[config.mk]
export PLATFORM = sky130hd
export DESIGN_NAME = rgb_cmd_ctrl
export DESIGN_NICKNAME = d
export VERILOG_FILES = /design/src/rtl/rgb_cmd_ctrl.sv
export SDC_FILE = /design/constraint.sdc
export NUM_CORES = 1
export LEC_CHECK = 0
export BUFFER_PORTS_ARGS = -buffer_cell sky130_fd_sc_hd__clkbuf_2
export CAP_MARGIN = 20
export CORE_MARGIN = 3
export CORE_UTILIZATION = 55
export DETAILED_ROUTE_END_ITERATION = 12
export HOLD_SLACK_MARGIN = 0.1
export PLACE_DENSITY = 0.74
export SLEW_MARGIN = 40
export SYNTH_ARGS = -nofsm -noshare
export SYNTH_HDL_FRONTEND = slang
export SYNTH_SLANG_ARGS = --single-unit
[constraint.sdc]
create_clock -name clk -period 5.6 [get_ports clk]
set_input_delay 1.12 -clock clk [delete_from_list [all_inputs] [get_ports clk]]
set_output_delay 1.12 -clock clk [all_outputs]
set_load 0.02 [all_outputs]
[src/rtl/rgb_cmd_ctrl.sv]
// Parses one/two-byte UART commands into per-channel duty and blink settings, and drives LED[2:0] via an 8-bit PWM with a blink gate.
// Latency: ack/err one cycle after the strobe; LED follows a duty write one cycle later. No backpressure: every strobe is consumed.
module rgb_cmd_ctrl #(
    parameter int PWM_DIV        = 4,
    parameter int BLINK_TICK     = 100_000,
    parameter int TIMEOUT_CYCLES = 1_000_000
) (
    input  logic       clk,
    input  logic       rst,
    input  logic [7:0] rx_data,
    input  logic       rx_valid,
    output logic [2:0] LED,
    output logic       cmd_ack,
    output logic       cmd_err
);
    localparam int PW = (PWM_DIV > 1) ? $clog2(PWM_DIV) : 1;
    localparam int BW = (BLINK_TICK > 1) ? $clog2(BLINK_TICK) : 1;
    localparam int TW = (TIMEOUT_CYCLES > 2) ? $clog2(TIMEOUT_CYCLES) : 1;

    localparam logic [1:0] TGT_BLINK = 2'd3;

    typedef enum logic {IDLE, WAIT_ARG} state_t;

    state_t        state_q, state_d;
    logic [1:0]    tgt_q, tgt_d;
    logic [TW-1:0] tcnt_q, tcnt_d;
    logic          ack_d, err_d, wr_en, clr_all;

    logic [7:0]    duty [3];
    logic [7:0]    blink_half;
    logic [PW-1:0] pwm_pre;
    logic [7:0]    pwm_cnt;
    logic [BW-1:0] blink_pre;
    logic [7:0]    half_cnt;
    logic          gate;
    logic          blink_upd;
    logic [2:0]    led_d;

    always_ff @(posedge clk) begin
        if (rst) begin
            state_q <= IDLE;
            tgt_q   <= 2'd0;
            tcnt_q  <= '0;
            cmd_ack <= 1'b0;
            cmd_err <= 1'b0;
        end else begin
            state_q <= state_d;
            tgt_q   <= tgt_d;
            tcnt_q  <= tcnt_d;
            cmd_ack <= ack_d;
            cmd_err <= err_d;
        end
    end

    always_comb begin
        state_d = state_q;
        tgt_d   = tgt_q;
        tcnt_d  = tcnt_q;
        ack_d   = 1'b0;
        err_d   = 1'b0;
        wr_en   = 1'b0;
        clr_all = 1'b0;
        case (state_q)
            IDLE: begin
                if (rx_valid) begin
                    case (rx_data)
                        8'h52, 8'h47, 8'h42, 8'h4B: begin
                            case (rx_data)
                                8'h52:   tgt_d = 2'd0;
                                8'h47:   tgt_d = 2'd1;
                                8'h42:   tgt_d = 2'd2;
                                default: tgt_d = TGT_BLINK;
                            endcase
                            tcnt_d  = '0;
                            state_d = WAIT_ARG;
                        end
                        8'h58: begin
                            clr_all = 1'b1;
                            ack_d   = 1'b1;
                        end
                        default: err_d = 1'b1;
                    endcase
                end
            end
            WAIT_ARG: begin
                // An argument arriving in the expiry cycle takes priority over the timeout.
                if (rx_valid) begin
                    wr_en   = 1'b1;
                    ack_d   = 1'b1;
                    state_d = IDLE;
                end else if (tcnt_q == TW'(TIMEOUT_CYCLES - 2)) begin
                    err_d   = 1'b1;
                    state_d = IDLE;
                end else begin
                    tcnt_d = tcnt_q + 1'b1;
                end
            end
            default: state_d = IDLE;
        endcase
    end

    assign blink_upd = clr_all || (wr_en && tgt_q == TGT_BLINK);

    always_ff @(posedge clk) begin
        if (rst) begin
            for (int c = 0; c < 3; c++) duty[c] <= 8'd0;
            blink_half <= 8'd0;
        end else begin
            for (int c = 0; c < 3; c++) begin
                if (clr_all) duty[c] <= 8'd0;
                else if (wr_en && tgt_q == 2'(c)) duty[c] <= rx_data;
            end
            if (clr_all) blink_half <= 8'd0;
            else if (wr_en && tgt_q == TGT_BLINK) blink_half <= rx_data;
        end
    end

    // PWM counter free-runs; commands never disturb its phase.
    always_ff @(posedge clk) begin
        if (rst) begin
            pwm_pre <= '0;
            pwm_cnt <= 8'd0;
        end else if (pwm_pre == PW'(PWM_DIV - 1)) begin
            pwm_pre <= '0;
            pwm_cnt <= pwm_cnt + 8'd1;
        end else begin
            pwm_pre <= pwm_pre + 1'b1;
        end
    end

    always_ff @(posedge clk) begin
        if (rst || blink_upd) begin
            blink_pre <= '0;
            half_cnt  <= 8'd0;
            gate      <= 1'b1;
        end else if (blink_half != 8'd0) begin
            if (blink_pre == BW'(BLINK_TICK - 1)) begin
                blink_pre <= '0;
                if (half_cnt == blink_half - 8'd1) begin
                    gate     <= ~gate;
                    half_cnt <= 8'd0;
                end else begin
                    half_cnt <= half_cnt + 8'd1;
                end
            end else begin
                blink_pre <= blink_pre + 1'b1;
            end
        end
    end

    always_comb begin
        led_d = 3'b000;
        for (int c = 0; c < 3; c++) led_d[c] = gate && (pwm_cnt < duty[c]);
    end

    always_ff @(posedge clk) begin
        if (rst) LED <= 3'b000;
        else     LED <= led_d;
    end
endmodule
# Yosys cells after proc, flatten, opt, wreduce, memory -nomap -nowiden
# Memories as Yosys holds them, arrays and structs flattened.
# Index checks and enable logic that the tools add are counted.
# word_totals
n_memories,1
ff_bits,72
wordCells,112
inputBits,11
mem_bits_rw,24
output_inout_bits,5
# classes
order_cmp,3
addsub,6
n_reduce_logical,19
n_mux,47
n_bitwise,8
n_eq_ne,16
# mem_list
name,words,word_bits,rd,rd_clocked_by_memory_dff,wr,line,text
duty,3,8,3,0,3,29,logic [7:0] duty [3];
# op_table
operator,n
$mux 20,4
$mux 8,7
$eq 8x7->1 const B,5
$pmux 20 s2,1
$mux 1,30
$lt 8x8->1,3
$add 20x1->20 const B,1
$eq 20x20->1 const B,1
$add 17x1->17 const B,1
$eq 17x17->1 const B,1
$mux 17,1
$add 8x1->8 const B,2
$eq 8x8->1,1
$reduce_bool 8->1,1
$sub 8x1->8 const B,1
$logic_and 1x1->1,7
$eq 2x2->1 const B,3
$ne 2x2->1 const B,3
$or 1x1->1,6
$pmux 1 s2,3
$pmux 2 s3,1
$reduce_and 3->1,2
$reduce_or 5->1,1
$reduce_and 4->1,1
other kinds (9),12

# Logic depth before layout (Yosys ltp)
# Gate-level depths: netlist of the first run.
# depth
ltp_word,9
depth_mapped,8
depth_no_buf,8

# Worst setup path after synthesis of the first run
# Ideal clock, no wire load.
# synth_path
path_type,input -> register
startpoint,input rx_data[3]
endpoint,memory duty[1][0] (enable)
required_time_ns,5.225
stages,6
n_path_buf,2
setup_time_ns,0.375
slack_ns,2.633
arrival_ns,2.593
path_cell_list,clkbuf_1 nor4b_1 nand4_1 nand2b_1 clkbuf_1 o21bai_1
# synth_rtl
element,line,text
start: declaration,10,"input logic [7:0] rx_data,"
end: declaration,29,

# Final worst setup path of the first run
# layout_path
startpoint,input rx_data[5]
endpoint,register tcnt_q[19]
# layout_between
elab_chain_cells,4
# layout_lines
element,line,text
$eq 8x7->1,66,case (rx_data)
$reduce_or 4->1 (*),66,
$ne 2x1->1 (no source line) (*),n/a,
$reduce_and 4->1 (no source line) (*),n/a,
end signal: assignment,49,tcnt_q <= tcnt_d;
end: declaration,26,"logic [TW-1:0] tcnt_q, tcnt_d;"
# Mark *: on every way between the ends. The rest lies on a longest branch, timed or not.
# A chain may end at the register's enable or synchronous reset.

==> results of run 1 <==
[worst register-to-register path, delay by kind of cell, from the launching register on]
kind / cells / cell delay [ns]
simple gates: 3 / 1.07
compound gates: 3 / 0.94
flops: 1 / 0.39
[flip-flops by register name, summed over array words and instances, names as in the netlist, 2 cells and up]
register	count
pwm_cnt	8
half_cnt	8
pwm_pre	2
blink_half	8
duty	24
blink_pre	17
tgt_q	2
LED	3
tcnt_q	20
[Yosys cell counts, types with 2 or more instances]
master / count / area share [%]
a2111oi_0: 6 / 1.0
a211oi_1: 6 / 0.90
a21bo_2: 2 / 0.40
a21boi_0: 3 / 0.45
a21o_1: 9 / 1.3
a21oi_1: 26 / 2.6
a31oi_1: 2 / 0.25
and2_1: 26 / 3.2
and3_1: 11 / 1.4
and4_1: 2 / 0.35
clkbuf_1: 13 / 0.97
dfxtp_1: 72 / 29
edfxtp_1: 24 / 14
ha_1: 31 / 7.7
inv_1: 36 / 2.7
nand2_1: 49 / 3.7
nand2b_1: 6 / 0.75
nand3_1: 18 / 1.8
nand3b_1: 3 / 0.45
nand4_1: 14 / 1.7
nand4b_1: 4 / 0.70
nor2_1: 65 / 4.9
nor3_1: 12 / 1.2
nor3b_1: 3 / 0.45
nor4_1: 10 / 1.2
nor4b_1: 2 / 0.35
o21a_1: 3 / 0.45
o21ai_0: 5 / 0.50
o21bai_1: 3 / 0.45
o31ai_1: 4 / 0.60
or2_2: 6 / 0.75
or3_1: 4 / 0.50
xnor2_1: 32 / 5.6
xnor3_1: 2 / 0.90
xor2_1: 19 / 3.3
[kinds of logic (layout without fill, tap and decap cells)]
logic type | count (synthesis) | count (layout)
muxes | 2 | 2
AOI/OAI and AO/OA | 78 | 78
xor gates and xnor gates | 53 | 53
and+or+nand+nor | 241 | 241
buffers and inverters | 50 | 70
adders and majority gates | 31 | 31
DFF | 96 | 96
[area by class of cell]
class	instances	area [sq um]	area share, %
tap	108	135.1	2.499
clock inverter	6	58.81	1.087
clock buffer	10	127.6	2.360
inverter	36	135.1	2.499
timing repair buffer	18	97.59	1.805
multi-input combinational	405	2691	49.77
sequential	96	2162	39.98
[routing by layer]
layer  vias to the layer above  GRT usage (%)  share of wire [%]
li1                       1952              -                  -
met1                      1778          27.78                 48
met2                        47          32.95                 48
met3                        10          3.168                3.1
met4                         0          7.260                1.2
met5                         -              0                  0
[metrics by stage]
stage | setup WS, ns | instances | area, sq um | util (%) | hold WS [ns]
after floorplan | 2.633 | 551 | 5026 | - | 0.4043
after global placement | 2.213 | 663 | 5206 | 59.12 | 0.4119
after detailed placement | 2.172 | 663 | 5216 | 59.24 | 0.4210
after CTS | 2.553 | 679 | 5403 | 61.35 | 0.4344
after global routing | 2.291 | 679 | 5408 | 61.41 | 0.4657
final | 2.507 | 679 | 5408 | 61.41 | 0.4327
[power groups by stage]
stage          registers [mW]  logic (mW)  clock network (mW)
2_1_floorplan           0.740      0.0369                   0
6_report                0.723      0.0574               0.438
3_3_place_gp            0.739      0.0548                   0
4_1_cts                 0.723      0.0580               0.452
5_1_grt                 0.725      0.0650               0.484
3_5_place_dp            0.739      0.0576                   0
[how the worst max path moves through the flow]
| stage | from | endpoint | slack [ns] | cells past startpoint |
|---|---|---|---|---|
| floorplan | rx_data[3] | duty[1][0] | 2.63 | 6 |
| global placement | rx_data[5] | tcnt_q[19] | 2.21 | 7 |
| detailed placement | rx_data[5] | tcnt_q[19] | 2.17 | 7 |
| CTS | rx_data[5] | tcnt_q[19] | 2.55 | 7 |
| global route | rx_data[7] | tcnt_q[19] | 2.29 | 7 |
| finish | rx_data[5] | tcnt_q[19] | 2.51 | 7 |
[cell usage in the layout, fill, tap and decap left out, types with 18 or more instances in the layout]
master	synthesis	layout
and2_1	26	26
nand2_1	49	49
nand3_1	18	18
edfxtp_1	24	24
nor2_1	65	65
inv_1	36	36
ha_1	31	31
xnor2_1	32	32
xor2_1	19	19
dfxtp_1	72	72
a21oi_1	26	26
==> results.txt, run 1 <==
----------------------------------------------------
[STA]
  Crit path time final ... 3.093 ns
  Final setup viols ... 0
  Max_slew headroom ... 51.25%
  Post-Route Setup TNS ... 0 ns
  Transition at the pin with the smallest max-transition slack ... 0.7298 ns
  Unrepaired setup endpoints after global routing ... false
  Final-report max-slew violation count ... 0
  Maximum clock rate ... around 320 MHz
  Worst clock skew ... about 0.013 ns
  Final Hold Vio Count ... 0
  Final cycle utilization of the critical path ... between 50% and 60%

[Power]
  Leakage power ... slightly above 2 nW
  Part of the power in combinational logic ... around 4.7%
  Psw ... 0.2744 mW
  Worst IR drop on VDD ... ~0.00012 V
  Switching power share of the total ... between 20% and 30%
  Power per standard cell area ... between 200 and 250 nW/um^2
  Tot Pwr ... between 1 and 1.5 mW
  Cell Int Power ... approximately 0.94 mW
  Sequential share of power ... between 50 and 60%
  Clk network pwr share ... 35.9%

[Global routing]
  Antenna violations before repair ... 0
  Maximum number of pins on one net before global-route repair ... 21
  Number of global-route vias before repair ... around 3600
  Wire length of the first global-routing pass ... between 15000 and 20000 microns
  Overflow after GRT ... 0
  GRT Total Usage ... approximately a fifth

[Logic synthesis]
  Mux share of post-synthesis cell area ... 0.4232%
  Number of library cell types mapped by synthesis ... 53
  Share of the synthesized netlist area taken by xor and xnor gates ... approximately a tenth
  Mean Syn Cell Area ... between 9 and 10 sq um
  Proportion of synthesized chip area in sequential cells ... a little over two fifths
  Largest family of logic cells by synthesized area ... simple AND/OR/NAND/NOR gates
  Synth Net Count ... 593
  Yosys Warn Count ... 0
  Top_reg_cell synth ... dfxtp_1
  Share of synthesized cell area in full adder, half adder and majority cells ... under 10%
  Cell area after synthesis ... a little over 5000 sq um
  Cell count after synthesis ... around 550
  Register bit total from synthesis ... between 90 and 100
  Area fraction in compound gates after synthesis ... 10.80%
  Number of enable flip-flop cells after synthesis ... 24
  Synth Area in Simple Gates ... approximately a quarter
  Ys async rst share ... 0%

[Floorplan]
  Die outline area ... about 10000 sq um
  Placement Rows ... 34
  Initial core utilization ... between 50% and 60%
  Area inside the core boundary ... a little under 9000 sq um
  Vert. Die Dim ... about 100 microns
  Die extent in x ... 101.6 microns
  Number of placed I/O pins ... 16

[Worst setup path]
  Type of the setup path with the least slack ... input pin to register
  R2R setup slack ... around 3 ns
  Crit path largest cell delay ... 0.68 ns
  Ordered list of cells on the worst path ... clkbuf_2 -> nor3b_1 -> and3_1 -> nand2_1 -> a2111oi_0 -> nand2_1 -> mux2_2
  Terminus of the critical flop-to-flop path ... half_cnt[6]
  Startpoint of the worst register-to-register path ... blink_half[2]
  R2R cell count ... 6
  Maximum fanout encountered on the critical timing path ... 11
  Required time at the endpoint of the critical path ... between 5 and 6 ns
  CP bufs+invs ... 1
  CP top delay family ... simple AND/OR/NAND/NOR gates
  Arrival time at the worst endpoint ... approximately 3.3 ns
  Most common cell type on the critical path ... nand2_1
  Startpoint Class ... input pin
  Worst path slowest cell ... a2111oi_0
  Setup crit end kind ... register

[Finish]
  Fraction of layout instances using a drive strength above 1 ... 8.581%
  Synth-to-Final Area Change ... 7.593%
  FILL cells ... approximately 770
  Post-layout net count ... roughly 610
  Diode insertion count for antenna repair ... 0

[Clocking]
  Clock root buffer master ... clkbuf_8
  TritonCTS clock tree ... done
  Number of clock buffers inserted by TritonCTS ... 9
  Clock-pin slew on the worst setup and hold paths ... approximately 0.08 ns
  Post-cts sizing count ... 0
  Post-CTS Hold Buffers ... 0
  Clock Sink Count ... 96
  Post-CTS setup repair buffer count ... 0
  Max Buffers Root-to-Sink ... 2
  Clock insertion delay at the later pin of the skew report ... about 0.35 ns
  Deepest level of the CTS H-tree ... 3

[Detailed routing]
  Final routed wirelength across all metal layers ... between 9000 and 10000 microns
  Average wire length per cell after detail routing ... roughly 14 microns
  Count of TritonRoute iterations in the first routing pass ... 4
  Avg Vias per Cell ... between 5 and 6
  Vias after detailed routing ... 3787
  Detailed Route Iter0 Violations ... 195
  Final routed DRC violation total ... 0
  Count of antenna-violating nets left after detailed routing ... 0

[Hold path]
  Kind of path behind the tightest hold check ... register to register
  Endpoint of the worst hold-timing path ... pwm_pre[0]
  Min-Delay Path Depth ... 1
  Worst min-delay path startpoint ... pwm_pre[0]

[Flow run]
  Max-cap violations ... 0

[Placement]
  HPWL after detailed placement ... 7186 microns
  Routability congestion estimate ... 0.8614
  I/O Buffers ... 15

[Outcome]
  Run status ... completed

----------------------------------------------------
Power figures use the tool's default switching activity.
==> run 2, diff against run 1 <==
--- a/config.mk
+++ b/config.mk
@@ -11,7 +11,7 @@
 export CORE_UTILIZATION = 55
 export DETAILED_ROUTE_END_ITERATION = 12
 export HOLD_SLACK_MARGIN = 0.1
-export PLACE_DENSITY = 0.74
+export PLACE_DENSITY = 0.77
 export SLEW_MARGIN = 40
 export SYNTH_ARGS = -nofsm -noshare
 export SYNTH_HDL_FRONTEND = slang
==> constraint.sdc (replaced) <==
create_clock -name clk -period 2.8 [get_ports clk]
set_input_delay 0.56 -clock clk [delete_from_list [all_inputs] [get_ports clk]]
set_output_delay 0.56 -clock clk [all_outputs]
set_load 0.02 [all_outputs]
==> run 2 against run 1 <==
Worst setup slack lost 2.2 ns. Power grew 100%. Sequential share of layout area shrank 0.38 points. Non-clock buffer count grew 6. Routed wire length shrank 1.4%. Cell count grew 0.88%. Critical path depth shrank 1. Critical endpoint is now half_cnt[5]. Highest routed layer unchanged.
==> results.txt, run 2 (synthesis results as in run 1) <==
----------------------------------------------------
[Finish]
  Post-route insts no fill ... ~690
  Fraction of layout instances using a drive strength above 1 ... slightly below 10%
  Leading cell types in the layout, fill and taps excluded ... dfxtp_1 (72), nor2_1 (65), nand2_1 (49), inv_1 (36), xnor2_1 (32)
  Synth-to-Final Area Change ... 8.613%
  Max FFs per register ... 24
  Post-layout net count ... between 600 and 700
  Final instance area ... ~5500 sq um
  Largest registers ... duty x24, tcnt_q x20, blink_pre x17
  Final design utilization ... roughly three fifths
  Most common cell after layout, fill and taps aside ... dfxtp_1
  Largest Register ... duty
  Diode insertion count for antenna repair ... 0

[Flow run]
  Max-cap violations ... 0

[Worst setup path]
  Setup crit end kind ... register
  Startpoint Class ... register
  Crit path largest cell delay ... 0.54 ns
  Maximum fanout encountered on the critical timing path ... 7
  Type of the setup path with the least slack ... register to register
  R2R setup slack ... roughly 0.32 ns
  Startpoint of the worst register-to-register path ... blink_half[2]
  CP top delay family ... simple AND/OR/NAND/NOR gates
  Terminus of the critical flop-to-flop path ... half_cnt[5]
  Arrival time at the worst endpoint ... ~2.7 ns
  Worst path slowest cell ... or4_4
  Required time at the endpoint of the critical path ... 3.05 ns
  R2R cell count ... 6
  CP bufs+invs ... 0
  Ordered list of cells on the worst path ... or3_4 -> or4_4 -> a2111oi_2 -> o221ai_2 -> o21ai_2 -> nor2_1

[STA]
  Final Hold Vio Count ... 0
  Final setup viols ... 0
  Unrepaired setup endpoints after global routing ... false
  Max_slew headroom ... 50.48%
  Final-report max-slew violation count ... 0
  Maximum clock rate ... around 400 MHz
  Crit path time final ... about 2.5 ns
  Post-Route Setup TNS ... 0 ns
  Worst clock skew ... ~0.011 ns
  Final setup slack of the worst path ... 0.3213 ns
  Final cycle utilization of the critical path ... 88.52%
  Worst hold slack across all endpoints ... 0.4284 ns
  Transition at the pin with the smallest max-transition slack ... roughly 0.74 ns

[Hold path]
  Min-Delay Path Depth ... 1
  Worst min-delay path startpoint ... pwm_pre[0]
  Endpoint of the worst hold-timing path ... pwm_pre[0]
  Kind of path behind the tightest hold check ... register to register

[Outcome]
  Run status ... completed

[Global routing]
  Fraction of met3 tracks used by global routing ... 4.821%
  Overflow after GRT ... 0
  Grt met1 use ... between 20% and 30%
  Number of global-route vias before repair ... approximately 3600
  Wire length of the first global-routing pass ... 16550 microns
  GRT Total Usage ... between 10% and 20%
  Antenna violations before repair ... 0
  Peak-usage layer in the global routing report ... met2
  Maximum number of pins on one net before global-route repair ... 20
  Met2 Resource Use GR ... 34.31%

[Power]
  Clk network pwr share ... 36.4%
  Cell Int Power ... about 1.9 mW
  Tot Pwr ... roughly 2.5 mW
  Sequential share of power ... 58.8%
  Part of the power in combinational logic ... under 10%
  Power per standard cell area ... ~450 nW/um^2
  Leakage power ... just over 2 nW
  Worst IR drop on VDD ... about 0.00032 V
  Switching power share of the total ... around 23%
  Psw ... 0.5651 mW

[Clocking]
  Max Buffers Root-to-Sink ... 2
  TritonCTS clock tree ... done
  Post-CTS setup repair buffer count ... 0
  Clock-pin slew on the worst setup and hold paths ... 0.09 ns
  Deepest level of the CTS H-tree ... 3
  Clock Sink Count ... 96
  Post-cts sizing count ... 0
  Clock root buffer master ... clkbuf_8
  Post-CTS Hold Buffers ... 0
  Clock insertion delay at the later pin of the skew report ... around 0.36 ns
  Number of clock buffers inserted by TritonCTS ... 9

[Floorplan]
  Number of placed I/O pins ... 16
  Die extent in x ... around 100 microns
  Area inside the core boundary ... slightly below 9000 sq um
  Die outline area ... around 10000 sq um
  Initial core utilization ... 57.08%
  Placement Rows ... 34
  Vert. Die Dim ... approximately 100 microns

[Detailed routing]
  Count of antenna-violating nets left after detailed routing ... 0
  Final routed DRC violation total ... 0
  Avg Vias per Cell ... approximately 5.5
  Final routed wirelength across all metal layers ... about 9500 microns
  Vias after detailed routing ... ~3800
  Count of TritonRoute iterations in the first routing pass ... 5
  Detailed Route Iter0 Violations ... 151
  Average wire length per cell after detail routing ... roughly 14 microns

[Placement]
  Placed Instance Area ... about 5300 sq um
  Number of cells after detailed placement ... 669
  HPWL after detailed placement ... about 7000 microns
  Routability congestion estimate ... 0.8430
  Setup Slack @ Placement ... 0.1266 ns
  I/O Buffers ... 15

----------------------------------------------------
==> run 2: changes by cell type in the layout (fill, tap and decap cells not counted), sizes merged <==
cell	delta
buf	+6
clkinvlp	+2
clkinv	-1
clkbuf	-1
==> run 2: power groups by stage <==
stage               Clock, mW  Sequential (mW)  Combinational, mW
global placement            0             1.48              0.113
finish                  0.895             1.45              0.118
CTS                     0.926             1.45              0.119
detailed placement          0             1.48              0.118
floorplan                   0             1.48             0.0739
global route            0.981             1.45              0.134
==> run 2: how the worst max path moves through the flow <==
stage	from	to	cells past startpoint
CTS	blink_half[2]	half_cnt[5]	6
floorplan	rx_data[3]	duty[1][0]	6
detailed placement	rx_data[5]	tcnt_q[19]	9
finish	blink_half[2]	half_cnt[5]	6
global route	blink_half[2]	half_cnt[3]	6
global placement	rx_data[5]	tcnt_q[19]	9
==> run 2: routing by layer <==
layer  wire [microns]  vias to the layer above
met5                0                        -
met2             4668                       55
li1                 -                     1961
met3              336                       18
met4              173                        0
met1             4353                     1756
==> run 2: final cells by class <==
cell class / instances / area (sq um)
Timing Repair Buffer: 24 / 142.6
Tap cell: 108 / 135.1
Clock inverter: 7 / 71.32
Multi-Input combinational cell: 405 / 2689
Clock buffer: 9 / 123.9
Sequential cell: 96 / 2162
Fill cell: 721 / 3347
Inverter: 36 / 135.1
==> run 3, diff against run 2 <==
--- a/config.mk
+++ b/config.mk
@@ -5,13 +5,14 @@
 export SDC_FILE = /design/constraint.sdc
 export NUM_CORES = 1
 export LEC_CHECK = 0
+export ABC_AREA = 1
 export BUFFER_PORTS_ARGS = -buffer_cell sky130_fd_sc_hd__clkbuf_2
 export CAP_MARGIN = 20
 export CORE_MARGIN = 3
-export CORE_UTILIZATION = 55
+export CORE_UTILIZATION = 50
 export DETAILED_ROUTE_END_ITERATION = 12
 export HOLD_SLACK_MARGIN = 0.1
-export PLACE_DENSITY = 0.77
+export PLACE_DENSITY = 0.71
 export SLEW_MARGIN = 40
 export SYNTH_ARGS = -nofsm -noshare
 export SYNTH_HDL_FRONTEND = slang
==> run 3 against run 2 <==
Cell count increased by 37%. Clock-buffer cell count unchanged. Clock power increased by 13%. Sequential power about the same. Synthesized cell count increased by 42%. Area after synthesis increased by 10%. Power increased by 5.0%. Utilization decreased by 5.4 points. Maximum frequency increased by 12%. Die area increased by 20%.
==> results.txt, run 3 <==
----------------------------------------------------
[Outcome]
  Run status ... completed

[STA]
  Final cycle utilization of the critical path ... between 70% and 80%
  Worst clock skew ... 0.01175 ns
  Final setup viols ... 0
  Maximum clock rate ... around 450 MHz
  Final-report max-slew violation count ... 0
  Final Hold Vio Count ... 0
  Max_slew headroom ... a little over half
  Crit path time final ... approximately 2.2 ns
  Unrepaired setup endpoints after global routing ... false
  Post-Route Setup TNS ... 0 ns
  Transition at the pin with the smallest max-transition slack ... around 0.7 ns

[Logic synthesis]
  Cell area after synthesis ... 5547 sq um
  Proportion of synthesized chip area in sequential cells ... 38.98%
  Top_reg_cell synth ... dfxtp_1
  Most repeated cell in the gate-level netlist after synthesis ... nand2_1
  Area fraction in compound gates after synthesis ... approximately 8.4%
  Synth Net Count ... roughly 820
  Number of enable flip-flop cells after synthesis ... 24
  Yosys Warn Count ... 0
  Post-synth top area share ... between 20% and 30%
  Mux share of post-synthesis cell area ... 0%
  Top post-synthesis cells by area ... dfxtp_1 (26%), edfxtp_1 (13%), nand2_1 (12%)
  Mean Syn Cell Area ... 7.111 sq um
  Number of library cell types mapped by synthesis ... 40
  Largest family of logic cells by synthesized area ... simple AND/OR/NAND/NOR gates
  Cell count after synthesis ... 780
  Share of synthesized cell area in full adder, half adder and majority cells ... roughly 7%
  Share of the synthesized netlist area taken by xor and xnor gates ... roughly 2.7%
  Ys async rst share ... 0%
  Cell type with the largest total area after synthesis ... dfxtp_1
  Register bit total from synthesis ... 96
  Synth Area in Simple Gates ... 34.69%
  Top cell types by occurrence after synthesis ... nand2_1 (175), nor2_1 (133), inv_1 (101)

[Placement]
  HPWL after detailed placement ... roughly 9000 microns
  I/O Buffers ... 15
  Routability congestion estimate ... 0.9320

[Clocking]
  Deepest level of the CTS H-tree ... 3
  TritonCTS clock tree ... done
  Post-CTS setup repair buffer count ... 0
  Max Buffers Root-to-Sink ... 2
  Number of clock buffers inserted by TritonCTS ... 9
  Post-cts sizing count ... 0
  Post-CTS Hold Buffers ... 0
  Clock root buffer master ... clkbuf_8
  Clock insertion delay at the later pin of the skew report ... approximately 0.38 ns
  Clock-pin slew on the worst setup and hold paths ... around 0.10 ns
  Clock Sink Count ... 96

[Floorplan]
  Die extent in x ... 111.3 microns
  Initial core utilization ... approximately 53%
  Area inside the core boundary ... 10560 sq um
  Number of placed I/O pins ... 16
  Vert. Die Dim ... 111.3 microns
  Placement Rows ... 37
  Die outline area ... ~12000 sq um

[Power]
  Power per standard cell area ... about 430 nW/um^2
  Leakage power ... 2.433 nW
  Worst IR drop on VDD ... approximately 0.00021 V

[Finish]
  Fraction of layout instances using a drive strength above 1 ... between 7 and 8%
  Diode insertion count for antenna repair ... 0
  Post-layout net count ... about 840
  Multi-input gate area ... roughly 2900 sq um
  FILL cells ... slightly above 1000
  Final design utilization ... between 50% and 60%
  Largest Register ... duty
  Leading cell types in the layout, fill and taps excluded ... nand2_1 (175), nor2_1 (133), inv_1 (101), dfxtp_1 (72), a21oi_1 (58)
  Synth-to-Final Area Change ... 7.760%
  Most common cell after layout, fill and taps aside ... nand2_1
  Register area ... about 2200 sq um
  Largest registers ... duty x24, tcnt_q x20, blink_pre x17
  Max FFs per register ... 24

[Hold path]
  Worst min-delay path startpoint ... pwm_pre[0]
  Endpoint of the worst hold-timing path ... pwm_pre[0]
  Min-Delay Path Depth ... 1
  Kind of path behind the tightest hold check ... register to register

[Detailed routing]
  Final routed wirelength across all metal layers ... between 10000 and 15000 microns
  Detailed Route Iter0 Violations ... roughly 310
  Final routed DRC violation total ... 0
  Average wire length per cell after detail routing ... about 13 microns
  Avg Vias per Cell ... between 5 and 6
  Count of antenna-violating nets left after detailed routing ... 0
  Vias after detailed routing ... approximately 4900
  Count of TritonRoute iterations in the first routing pass ... 5

[Worst setup path]
  Arrival time at the worst endpoint ... roughly 2.5 ns
  Startpoint of the worst register-to-register path ... state_q
  Terminus of the critical flop-to-flop path ... tcnt_q[5]
  Startpoint Class ... register
  Maximum fanout encountered on the critical timing path ... 25
  R2R setup slack ... 0.59 ns
  Setup crit end kind ... register
  Required time at the endpoint of the critical path ... 3.08 ns
  R2R cell count ... 8
  Launch point of the critical path ... state_q
  Type of the setup path with the least slack ... register to register

[Global routing]
  GRT Total Usage ... between 10% and 20%
  Wire length of the first global-routing pass ... roughly 20000 microns
  Antenna violations before repair ... 0
  Number of global-route vias before repair ... roughly 4500
  Maximum number of pins on one net before global-route repair ... 26
  Overflow after GRT ... 0

[Flow run]
  Max-cap violations ... 0

----------------------------------------------------
[run 3: cell families after synthesis]
logic type      after synthesis
compound gates               87
xor+xnor                     17
buf+inv                     117
flops                        96
fa+ha+maj                    31
simple gates                432
[run 3: worst max path at each step]
| stage | end | slack, ns | cells past startpoint |
|---|---|---|---|
| after floorplan | duty[1][0] | 0.83 | 3 |
| after global placement | duty[0][4] | 0.51 | 8 |
| after detailed placement | duty[0][2] | 0.44 | 9 |
| after CTS | tcnt_q[5] | 0.60 | 8 |
| after global routing | tcnt_q[3] | 0.35 | 8 |
| final | tcnt_q[5] | 0.59 | 8 |
[run 3: worst max-delay path, cell delays in order, from the launching register on]
cell	delay [ns]
dfxtp_1	0.38
inv_1	0.37
ha_1	0.32
inv_1	0.12
nand3_2	0.31
nand2_4	0.36
nand3_1	0.12
nand2_1	0.07
nor2_1	0.03
[run 3: metrics by stage]
stage	setup slack (ns)	power (mW)	instance area [sq um]	instances	hold WS [ns]
floorplan	0.8289	1.558	5547	780	0.4043
finish	0.5863	2.582	5977	940	0.4335
detailed placement	0.4431	1.607	5759	924	0.4229
global placement	0.5059	1.600	5754	924	0.4129
global route	0.3488	2.695	5977	940	0.4438
CTS	0.5951	2.614	5977	940	0.4372
[run 3: area by class of cell]
cell class	count	area share (%)
clock buffers	9	2.072
clock inverters	7	1.570
inverters	108	6.783
multi-input cells	567	49.05
flip-flops and latches	96	36.17
well taps	136	2.847
repair buffers	17	1.507
[run 3: where the power goes]
part	internal, mW	switching (mW)
clock network	0.503	0.504
registers	1.44	0.00927
logic	0.0383	0.0891
total	1.98	0.602
[run 3: layer usage]
layer	up-vias	global-route usage [%]	part of all wire (%)
met1	2248	27.59	48
met3	17	2.729	4.6
li1	2578	-	-
met5	-	0	0
met2	94	31.04	45
met4	0	8.516	2.2
